File: config.mk
export PLATFORM = sky130hd
export DESIGN_NAME = dmem_copy_engine_flat
export DESIGN_NICKNAME = d
export VERILOG_FILES = /design/src/rtl/dmem_copy_engine_if.sv /design/src/rtl/dmem_copy_engine.sv /design/src/flat_wrapper.sv
export SDC_FILE = /design/constraint.sdc
export NUM_CORES = 1
export LEC_CHECK = 0
export ABC_CLOCK_PERIOD_IN_PS = 3250
export CAP_MARGIN = 20
export CORE_MARGIN = 2
export CORE_UTILIZATION = 49
export CTS_CLUSTER_SIZE = 24
export DETAILED_ROUTE_END_ITERATION = 7
export GPL_ROUTABILITY_DRIVEN = 0
export PLACE_DENSITY = 0.78
export SETUP_SLACK_MARGIN = 0.02
export SKIP_CTS_REPAIR_TIMING = 1
export SYNTH_ARGS = -nofsm -noshare
export SYNTH_HDL_FRONTEND = slang
export SYNTH_SLANG_ARGS = --single-unit
File: constraint.sdc
create_clock -name clk -period 3.25 [get_ports clk]
set_input_delay 0.325 -clock clk [delete_from_list [all_inputs] [get_ports clk]]
set_output_delay 0.325 -clock clk [all_outputs]
set_load 0.01 [all_outputs]
File: src/rtl/dmem_copy_engine_if.sv
// dmem_copy_engine_if: command, status and memory-port bundle for the data
// memory copy/fill engine.
//   master modport : the engine (takes commands and read data, drives the
//                    memory address/data/WE and the status outputs)
//   slave modport  : the environment (CPU-side command source plus the
//                    single-port data memory)
interface dmem_copy_engine_if #(
  parameter int ADDR_W = 15,
  parameter int DATA_W = 32
);
  logic              start;
  logic              mode;
  logic [ADDR_W-1:0] src_addr;
  logic [ADDR_W-1:0] dst_addr;
  logic [ADDR_W-1:0] len;
  logic [DATA_W-1:0] fill_value;
  logic              abort;
  logic [ADDR_W-1:0] mem_read_addr;
  logic [DATA_W-1:0] mem_read_data;
  logic [ADDR_W-1:0] mem_write_addr;
  logic [DATA_W-1:0] mem_write_data;
  logic              mem_we;
  logic              busy;
  logic              done;
  logic              aborted;
  logic [ADDR_W-1:0] words_done;

  modport master (
    input  start, mode, src_addr, dst_addr, len, fill_value, abort, mem_read_data,
    output mem_read_addr, mem_write_addr, mem_write_data, mem_we,
           busy, done, aborted, words_done
  );

  modport slave (
    output start, mode, src_addr, dst_addr, len, fill_value, abort, mem_read_data,
    input  mem_read_addr, mem_write_addr, mem_write_data, mem_we,
           busy, done, aborted, words_done
  );
endinterface

File: src/rtl/dmem_copy_engine.sv
// dmem_copy_engine: block copy (memmove semantics) / block fill engine for the
// single-port data memory (combinational read, write on clock edge with WE).
//   clk, rst_n : clock, asynchronous active-low reset
//   bus        : command inputs (start, mode, src_addr, dst_addr, len,
//                fill_value, abort), memory port (mem_read_addr,
//                mem_read_data, mem_write_addr, mem_write_data, mem_we) and
//                status (busy, done, aborted, words_done)
// Copy costs 2 cycles/word (READ then WRITE), fill 1 cycle/word.
module dmem_copy_engine #(
  parameter int ADDR_W = 15,
  parameter int DATA_W = 32
) (
  input  logic            clk,
  input  logic            rst_n,
  dmem_copy_engine_if.master bus
);

  typedef enum logic [1:0] {
    S_IDLE,
    S_READ,
    S_WRITE,
    S_DONE
  } state_t;

  localparam logic [ADDR_W-1:0] ONE = ADDR_W'(1);

  state_t            state_q, state_d;
  logic              fill_q, fill_d;        // latched mode: 1 = fill
  logic              bwd_q, bwd_d;          // pointers step downward
  logic [DATA_W-1:0] fillv_q, fillv_d;
  logic [DATA_W-1:0] data_q, data_d;
  logic [ADDR_W-1:0] src_q, src_d;
  logic [ADDR_W-1:0] dst_q, dst_d;
  logic [ADDR_W-1:0] rem_q, rem_d;
  logic [ADDR_W-1:0] wd_q, wd_d;
  logic              aborted_q, aborted_d;

  logic [ADDR_W-1:0] diff;
  logic              go_bwd;
  logic [ADDR_W-1:0] step;

  // Destination lies inside the source window (above src): a forward run
  // would overwrite source words before reading them, so copy top-down.
  assign diff   = bus.dst_addr - bus.src_addr;
  assign go_bwd = !bus.mode && (diff != '0) && (diff < bus.len);
  assign step   = bwd_q ? '1 : ONE;

  always_comb begin
    state_d   = state_q;
    fill_d    = fill_q;
    bwd_d     = bwd_q;
    fillv_d   = fillv_q;
    data_d    = data_q;
    src_d     = src_q;
    dst_d     = dst_q;
    rem_d     = rem_q;
    wd_d      = wd_q;
    aborted_d = 1'b0;

    unique case (state_q)
      S_IDLE: begin
        if (bus.start) begin
          if (bus.len == '0) begin
            state_d = S_DONE;
          end else begin
            fill_d  = bus.mode;
            fillv_d = bus.fill_value;
            rem_d   = bus.len;
            wd_d    = '0;
            bwd_d   = go_bwd;
            src_d   = go_bwd ? bus.src_addr + bus.len - ONE : bus.src_addr;
            dst_d   = go_bwd ? bus.dst_addr + bus.len - ONE : bus.dst_addr;
            state_d = bus.mode ? S_WRITE : S_READ;
          end
        end
      end
      S_READ: begin
        if (bus.abort) begin
          state_d   = S_IDLE;
          aborted_d = 1'b1;
        end else begin
          data_d  = bus.mem_read_data;
          state_d = S_WRITE;
        end
      end
      S_WRITE: begin
        if (bus.abort) begin
          state_d   = S_IDLE;
          aborted_d = 1'b1;
        end else begin
          src_d = src_q + step;
          dst_d = dst_q + step;
          rem_d = rem_q - ONE;
          wd_d  = wd_q + ONE;
          if (rem_q == ONE) state_d = S_DONE;
          else              state_d = fill_q ? S_WRITE : S_READ;
        end
      end
      S_DONE: state_d = S_IDLE;
      default: state_d = S_IDLE;
    endcase
  end

  always_ff @(posedge clk or negedge rst_n) begin
    if (!rst_n) begin
      state_q   <= S_IDLE;
      fill_q    <= 1'b0;
      bwd_q     <= 1'b0;
      fillv_q   <= '0;
      data_q    <= '0;
      src_q     <= '0;
      dst_q     <= '0;
      rem_q     <= '0;
      wd_q      <= '0;
      aborted_q <= 1'b0;
    end else begin
      state_q   <= state_d;
      fill_q    <= fill_d;
      bwd_q     <= bwd_d;
      fillv_q   <= fillv_d;
      data_q    <= data_d;
      src_q     <= src_d;
      dst_q     <= dst_d;
      rem_q     <= rem_d;
      wd_q      <= wd_d;
      aborted_q <= aborted_d;
    end
  end

  // abort gates WE in the same cycle so the aborted word is never written.
  assign bus.mem_we         = (state_q == S_WRITE) && !bus.abort;
  assign bus.mem_read_addr  = src_q;
  assign bus.mem_write_addr = dst_q;
  assign bus.mem_write_data = fill_q ? fillv_q : data_q;
  assign bus.busy           = (state_q != S_IDLE);
  assign bus.done           = (state_q == S_DONE);
  assign bus.aborted        = aborted_q;
  assign bus.words_done     = wd_q;

endmodule

File: src/flat_wrapper.sv
// flat-port wrapper written by rule: the top's interface ports become plain ports
module dmem_copy_engine_flat 
#(
  parameter int ADDR_W = 15,
  parameter int DATA_W = 32
)
  (clk, rst_n, bus_start, bus_mode, bus_src_addr, bus_dst_addr, bus_len, bus_fill_value, bus_abort, bus_mem_read_data, bus_mem_read_addr, bus_mem_write_addr, bus_mem_write_data, bus_mem_we, bus_busy, bus_done, bus_aborted, bus_words_done);
  dmem_copy_engine_if #(.ADDR_W(ADDR_W), .DATA_W(DATA_W)) bus_i ();
  input  logic clk;
  input  logic rst_n;
  input wire logic [$bits(bus_i.start)-1:0] bus_start;
  input wire logic [$bits(bus_i.mode)-1:0] bus_mode;
  input wire logic [$bits(bus_i.src_addr)-1:0] bus_src_addr;
  input wire logic [$bits(bus_i.dst_addr)-1:0] bus_dst_addr;
  input wire logic [$bits(bus_i.len)-1:0] bus_len;
  input wire logic [$bits(bus_i.fill_value)-1:0] bus_fill_value;
  input wire logic [$bits(bus_i.abort)-1:0] bus_abort;
  input wire logic [$bits(bus_i.mem_read_data)-1:0] bus_mem_read_data;
  output wire logic [$bits(bus_i.mem_read_addr)-1:0] bus_mem_read_addr;
  output wire logic [$bits(bus_i.mem_write_addr)-1:0] bus_mem_write_addr;
  output wire logic [$bits(bus_i.mem_write_data)-1:0] bus_mem_write_data;
  output wire logic [$bits(bus_i.mem_we)-1:0] bus_mem_we;
  output wire logic [$bits(bus_i.busy)-1:0] bus_busy;
  output wire logic [$bits(bus_i.done)-1:0] bus_done;
  output wire logic [$bits(bus_i.aborted)-1:0] bus_aborted;
  output wire logic [$bits(bus_i.words_done)-1:0] bus_words_done;
  assign bus_i.start = bus_start;
  assign bus_i.mode = bus_mode;
  assign bus_i.src_addr = bus_src_addr;
  assign bus_i.dst_addr = bus_dst_addr;
  assign bus_i.len = bus_len;
  assign bus_i.fill_value = bus_fill_value;
  assign bus_i.abort = bus_abort;
  assign bus_i.mem_read_data = bus_mem_read_data;
  assign bus_mem_read_addr = bus_i.mem_read_addr;
  assign bus_mem_write_addr = bus_i.mem_write_addr;
  assign bus_mem_write_data = bus_i.mem_write_data;
  assign bus_mem_we = bus_i.mem_we;
  assign bus_busy = bus_i.busy;
  assign bus_done = bus_i.done;
  assign bus_aborted = bus_i.aborted;
  assign bus_words_done = bus_i.words_done;
  dmem_copy_engine #(.ADDR_W(ADDR_W), .DATA_W(DATA_W)) u_core (.clk(clk), .rst_n(rst_n), .bus(bus_i));
endmodule
==> results of run 1 <==
==> metal layers <==
metal  part of all wire (%)  GRT usage, %
met5                      0             0
met4                    2.8          8.61
met1                     43          39.7
met3                    7.4          4.49
met2                     47          47.3
==> cell usage in the layout, fill, tap and decap left out, types with 22 or more instances in the layout <==
cell type        count
o21ai_0             45
a21oi_1             58
ha_1               105
dfrtp_1            129
xor2_1              31
or3_1               22
nand3_1             38
xnor2_1             33
buf_4              169
inv_1              111
mux2_2              97
nand2_1             79
nor2_1              80
clkdlybuf4s50_1    176
nor3_1              39
==> report_power, final <==
part | switching (uW) | total [uW] | internal (uW)
Clock | 789 | 2010 | 1220
Combinational | 3910 | 7870 | 3960
Sequential | 608 | 2960 | 2350
==> flip-flops by register name (all words and copies together) (netlist names) <==
register	cells
u_core.state_q	2
u_core.bus.aborted	1
u_core.fill_q	1
u_core.bwd_q	1
u_core.rem_q	15
u_core.bus.mem_read_addr	15
u_core.data_q	32
u_core.bus.mem_write_addr	15
u_core.fillv_q	32
u_core.bus.words_done	15
==> cell type report <==
class / count / area [sq um] / area share, %
sequential: 129 / 3230 / 21.3
timing repair buffer: 374 / 3410 / 22.5
clock inverter: 13 / 178 / 1.17
multi-input combinational: 903 / 7100 / 46.8
inverter: 120 / 463 / 3.05
clock buffer: 18 / 429 / 2.83
tap: 280 / 350 / 2.31
==> kinds of logic (layout without fill, tap and decap cells) <==
| group | Yosys count | in the layout | share of synthesized area [%] |
|---|---|---|---|
| adders and majority gates | 120 | 120 | 14.4 |
| DFF | 129 | 129 | 30.2 |
| buffers and inverters | 164 | 525 | 5.96 |
| xor gates and xnor gates | 64 | 64 | 5.25 |
| and+or+nand+nor | 346 | 346 | 15.8 |
| AOI/OAI and AO/OA | 260 | 260 | 16.6 |
| muxes | 113 | 113 | 11.7 |
==> worst max-delay path, cell delays in order <==
cell            delay, ps
dlymetal6s2s_1        190
inv_2                  90
ha_4                  230
a21oi_1               140
nor2b_1                70
o31a_1                280
or3_1                 370
and2_1                200
ha_2                  180
a21o_1                180
a21o_1                160
a21o_1                190
a211oi_2              220
o21ai_1               120
a21oi_2               180
o31ai_4               150
buf_6                 170
or3_1                 300
a32o_1                240
==> per-stage QoR <==
stage                     hold slack (ps)  cell area [sq um]
after floorplan                      29.4              10800
after global placement                398              14200
after detailed placement              401              14200
after CTS                           -39.7              14800
after global routing                  387              15200
final                                 350              15200
==> worst paths after layout <==
kind,from,end
min in group asynchronous,rst_n,u_core.data_q[1]
worst max-delay path,bus_src_addr[3],u_core.bus.mem_read_addr[10]
worst max register to register,u_core.bwd_q,u_core.bus.mem_read_addr[14]
worst min-delay path,bus_dst_addr[1],u_core.bus.mem_write_addr[1]
worst min register to register,u_core.fillv_q[21],u_core.fillv_q[21]
max in group asynchronous,rst_n,u_core.bus.mem_read_addr[6]
==> reports/results.ini, run 1 <==
[placement]
portBuffers = 194
dpl.hpwl_microns = 25700
place_inst = 1790
dp_slack_ps = -1350

[timing]
max_slew_margin_pct = 46.0
period_minus_slack_ps = 3690
setup_viol = 31
fin_crit_sh_pct = 114
rsz0062_at_grt = yes
skew_ps = 11.1
finalHoldViolations = 0
drv_slew = 0
worst_pin_slew_ps = 809
fin_ws_ps = -439
tns_ps = -10210
max_freq_mhz = 271

[yosys]
ys_top_cells_by_count = 129 x dfrtp_1, 120 x inv_1, 115 x ha_1
yosys.area.top_type = dfrtp_1
syn_area_sq_um = 10700
synthCells = 1196
async_reset_ff_share_pct = 100
netlist_top_cells_area = dfrtp_1 30%, ha_1 13%, mux2_2 10%
ys.flop_type = dfrtp_1
synth.most_common_cell = dfrtp_1
synth_nets = 1430
synth-edff-count = 0
synth_area_per_cell_sq_um = 8.93
ys_ff_latch = 129
ys_seq_area_share_pct = 30.2
synth.distinct_cells = 72
yosysTopAreaCellShare_pct = 30.2
ys_warn_count = 0

[clock_network]
clockBufferDepth = 2
clk_pin_slew_ps = 60
cts_sinks = 129
cts_made_buffers = 17
cts_max_level = 4
worstSkewPairLatency_ps = 420
cts-root-buf = clkbuf_16
cts_tree = built

[power]
cellLeakagePower_uw = 0.00701
power_uw = 12800
peakVddDrop_uv = 571
power-per-cell-area_nw_per_um2 = 847

[detailed_routing]
wl_microns = 33900
num_vias = 10543
drt_iter0_drc = 624
postRouteAntennaNets = 0
drc = 0
viasPerCell = 5.74
drtPass1Iterations = 5
wl_per_cell_microns = 18.4

[grt]
grt_max_degree = 81
antenna_found_initial = 0
grt.overflow.total = 0
grt_pass1_wl_microns = 52400
grt_pass1_vias = 10210
grtUsageTotal_pct = 28.9

[layout]
layout.cells.non_filler = 1837
post-route-util_pct = 70.1
diodes = 0
area_delta_synth_final_pct = 42.0
drive_above_1_share_pct = 23.9
fillers = 1634
num-nets-final = 1779

[setup_path]
critPathArrivalTime_ps = 3980
r2r_cells = 11
cp.required_ps = 3540
worst_setup_path_start_kind = primary input
crit_fanout = 8
worst-setup-path-type = primary input to flop
crit_path_end_kind = flop
ff2ff_setup_slack_ps = 60

[die]
die_h_microns = 152
initial_utilization_pct = 49.4
num_rows = 54
io_pins = 195
design.core.area_sq_um = 21600
die_x_microns = 152
die_area_sq_um = 23000

[outcome]
status = finished, violations left
violations = setup timing

[flow_run]
max_cap_viol_count = 0

[worst_hold_path]
holdCritPathClass = primary input to flop
hold_depth = 3

No activity file was read; power rests on OpenSTA's default activity.
==> run 2, diff against run 1 <==
--- a/config.mk
+++ b/config.mk
@@ -7,7 +7,6 @@
 export LEC_CHECK = 0
 export ABC_CLOCK_PERIOD_IN_PS = 3250
 export CAP_MARGIN = 20
-export CORE_MARGIN = 2
 export CORE_UTILIZATION = 49
 export CTS_CLUSTER_SIZE = 24
 export DETAILED_ROUTE_END_ITERATION = 7
==> reports/results.ini, run 2 (synthesis results as in run 1) <==
[detailed_routing]
drc = 0  ; unchanged
num_vias = 10601  ; +0.55%
drtPass1Iterations = 5  ; unchanged
drt_iter0_drc = 706  ; +13%
wl_per_cell_microns = 19.0  ; +3.1%
wl_microns = 34600  ; +2.2%
viasPerCell = 5.82  ; +1.4%
postRouteAntennaNets = 0  ; unchanged

[setup_path]
crit_path_end_kind = flop
crit_fanout = 5  ; -3
worst-setup-path-type = primary input to flop
reg2reg_from = u_core.bwd_q
cp.required_ps = 3540  ; about the same
ff2ff_setup_slack_ps = 60  ; about the same
crit_path_cell_trace = buf_12 -> inv_12 -> ha_4 -> fa_2 -> and2b_2 -> o211ai_1 -> buf_4 -> a211o_1 -> nand2_2 -> xor2_1 -> ha_1 -> a21o_1 -> a211oi_2 -> o21ai_2 -> a21oi_4 -> o31ai_4 -> buf_6 -> buf_12 -> buf_4 -> mux2i_2 -> o221ai_1
critPathArrivalTime_ps = 4020  ; +40 ps
worst_setup_path_start_kind = primary input
r2r_cells = 13  ; +2
critPathMaxStageDelay_ps = 340  ; -30 ps
crit_slowest_cell = fa_2
r2r_end = u_core.bus.mem_read_addr[14]

[worst_hold_path]
hold_end = u_core.bus.mem_write_addr[1]
holdCritPathClass = primary input to flop
hold_depth = 3  ; unchanged
min_from = bus_dst_addr[1]

[power]
peakVddDrop_uv = 487  ; -15%
power_uw = 12900  ; +0.27%
power-per-cell-area_nw_per_um2 = 851  ; +0.42%
cellLeakagePower_uw = 0.00696  ; -0.71%

[placement]
dp_slack_ps = -1400  ; -41.2 ps
portBuffers = 194  ; unchanged
place_inst = 1780  ; -0.56%
dpl.hpwl_microns = 26000  ; +0.90%

[die]
die_area_sq_um = 22400  ; -2.6%
num_rows = 53  ; -1.9%
die_h_microns = 150  ; -1.3%
die_x_microns = 150  ; -1.3%
initial_utilization_pct = 50.3  ; +0.93 points
design.core.area_sq_um = 21200  ; -1.9%
io_pins = 195  ; unchanged

[timing]
fin_ws_ps = -479  ; -39.5 ps
max_freq_mhz = 268  ; -1.1%
tns_ps = -10730  ; -516 ps
setup_viol = 31  ; unchanged
fin_crit_sh_pct = 115  ; +1.2 points
max_slew_margin_pct = 44.5  ; -1.5 points
worst_pin_slew_ps = 821  ; +11.9 ps
skew_ps = 8.65  ; -2.46 ps
rsz0062_at_grt = yes
finalHoldViolations = 0  ; unchanged
drv_slew = 0  ; unchanged
whs_ps = 337  ; -12.8 ps
period_minus_slack_ps = 3730  ; +39.5 ps

[grt]
grt.overflow.total = 0  ; unchanged
grtUsageTotal_pct = 30.2  ; +1.3 points
grt_pass1_vias = 10192  ; -0.18%
grt_max_degree = 87  ; +7.4%
antenna_found_initial = 0  ; unchanged
grt_pass1_wl_microns = 52700  ; +0.42%

[outcome]
status = finished, violations left
violations = setup timing

[layout]
layout_common_cells = 175 x clkdlybuf4s50_1, 157 x buf_4, 129 x dfrtp_1, 110 x inv_1, 102 x ha_1
num-nets-final = 1768  ; -0.62%
area_delta_synth_final_pct = 41.8
reg_top3 = u_core.data_q x32, u_core.fillv_q x32
drive_above_1_share_pct = 24.3  ; +0.41 points
register_area_sq_um = 3230  ; unchanged
mostFrequentLayoutCell = clkdlybuf4s50_1
fillers = 1507  ; -7.8%
diodes = 0  ; unchanged
layout.cells.non_filler = 1822  ; -0.82%
multi_input_area_sq_um = 7210  ; +1.6%

[clock_network]
cts_sinks = 129  ; unchanged
cts_made_buffers = 17  ; unchanged
cts_max_level = 4  ; unchanged
clockBufferDepth = 2  ; unchanged
cts-root-buf = clkbuf_16
cts_tree = built
clk_pin_slew_ps = 60  ; about the same
worstSkewPairLatency_ps = 430  ; about the same

[flow_run]
max_cap_viol_count = 0  ; unchanged

run 2: through the flow:
stage	area [sq um]	utilization, %
floorplan	10800	-
global placement	14100	66.5
detailed placement	14100	66.5
CTS	14700	69.2
global route	15100	71.3
finish	15100	71.3
run 2: worst max-delay path by stage:
stage	startpoint	end	slack, ps	cells past startpoint
2_1_floorplan	bus_dst_addr[0]	u_core.bus.mem_read_addr[5]	-380	17
4_1_cts	bus_dst_addr[0]	u_core.bus.mem_write_addr[13]	-970	18
3_5_place_dp	bus_dst_addr[0]	u_core.bus.mem_write_addr[13]	-1400	18
3_3_place_gp	bus_dst_addr[0]	u_core.bus.mem_read_addr[10]	-1250	19
5_1_grt	bus_dst_addr[0]	u_core.bus.mem_write_addr[4]	-530	21
6_report	bus_dst_addr[0]	u_core.bus.mem_write_addr[4]	-480	21
run 2: layout make-up:
cell class                 instances  share of cell area (%)
multi-input combinational        903                    47.6
timing repair buffer             363                    21.9
clock inverter                    14                   0.950
clock buffer                      18                    2.83
tap                              275                    2.27
inverter                         120                    3.06
sequential                       129                    21.3
run 2: power by group:
part | leakage (uW) | switching (uW) | internal [uW]
combinational | 0.00513 | 4060 | 3990
clock | 0.000269 | 841 | 1080
sequential | 0.00156 | 558 | 2350
run 2: layer usage:
metal / up-vias / track usage [%] / wire (microns)
met5: - / 0 / 0
met4: 0 / 10.4 / 923
met3: 87 / 4.88 / 2730
met2: 512 / 48.7 / 16300
met1: 5003 / 40.9 / 14700
li1: 4999 / - / -
run 2: critical path: cells and delay by family:
| family | cells | cell delay [ps] |
|---|---|---|
| AND/OR/NAND/NOR | 2 | 340 |
| AO/OA/AOI/OAI | 8 | 1510 |
| buffers and inverters | 6 | 710 |
| adder cells (fa/ha/maj) | 3 | 760 |
| multiplexers | 1 | 180 |
| XOR/XNOR | 1 | 190 |
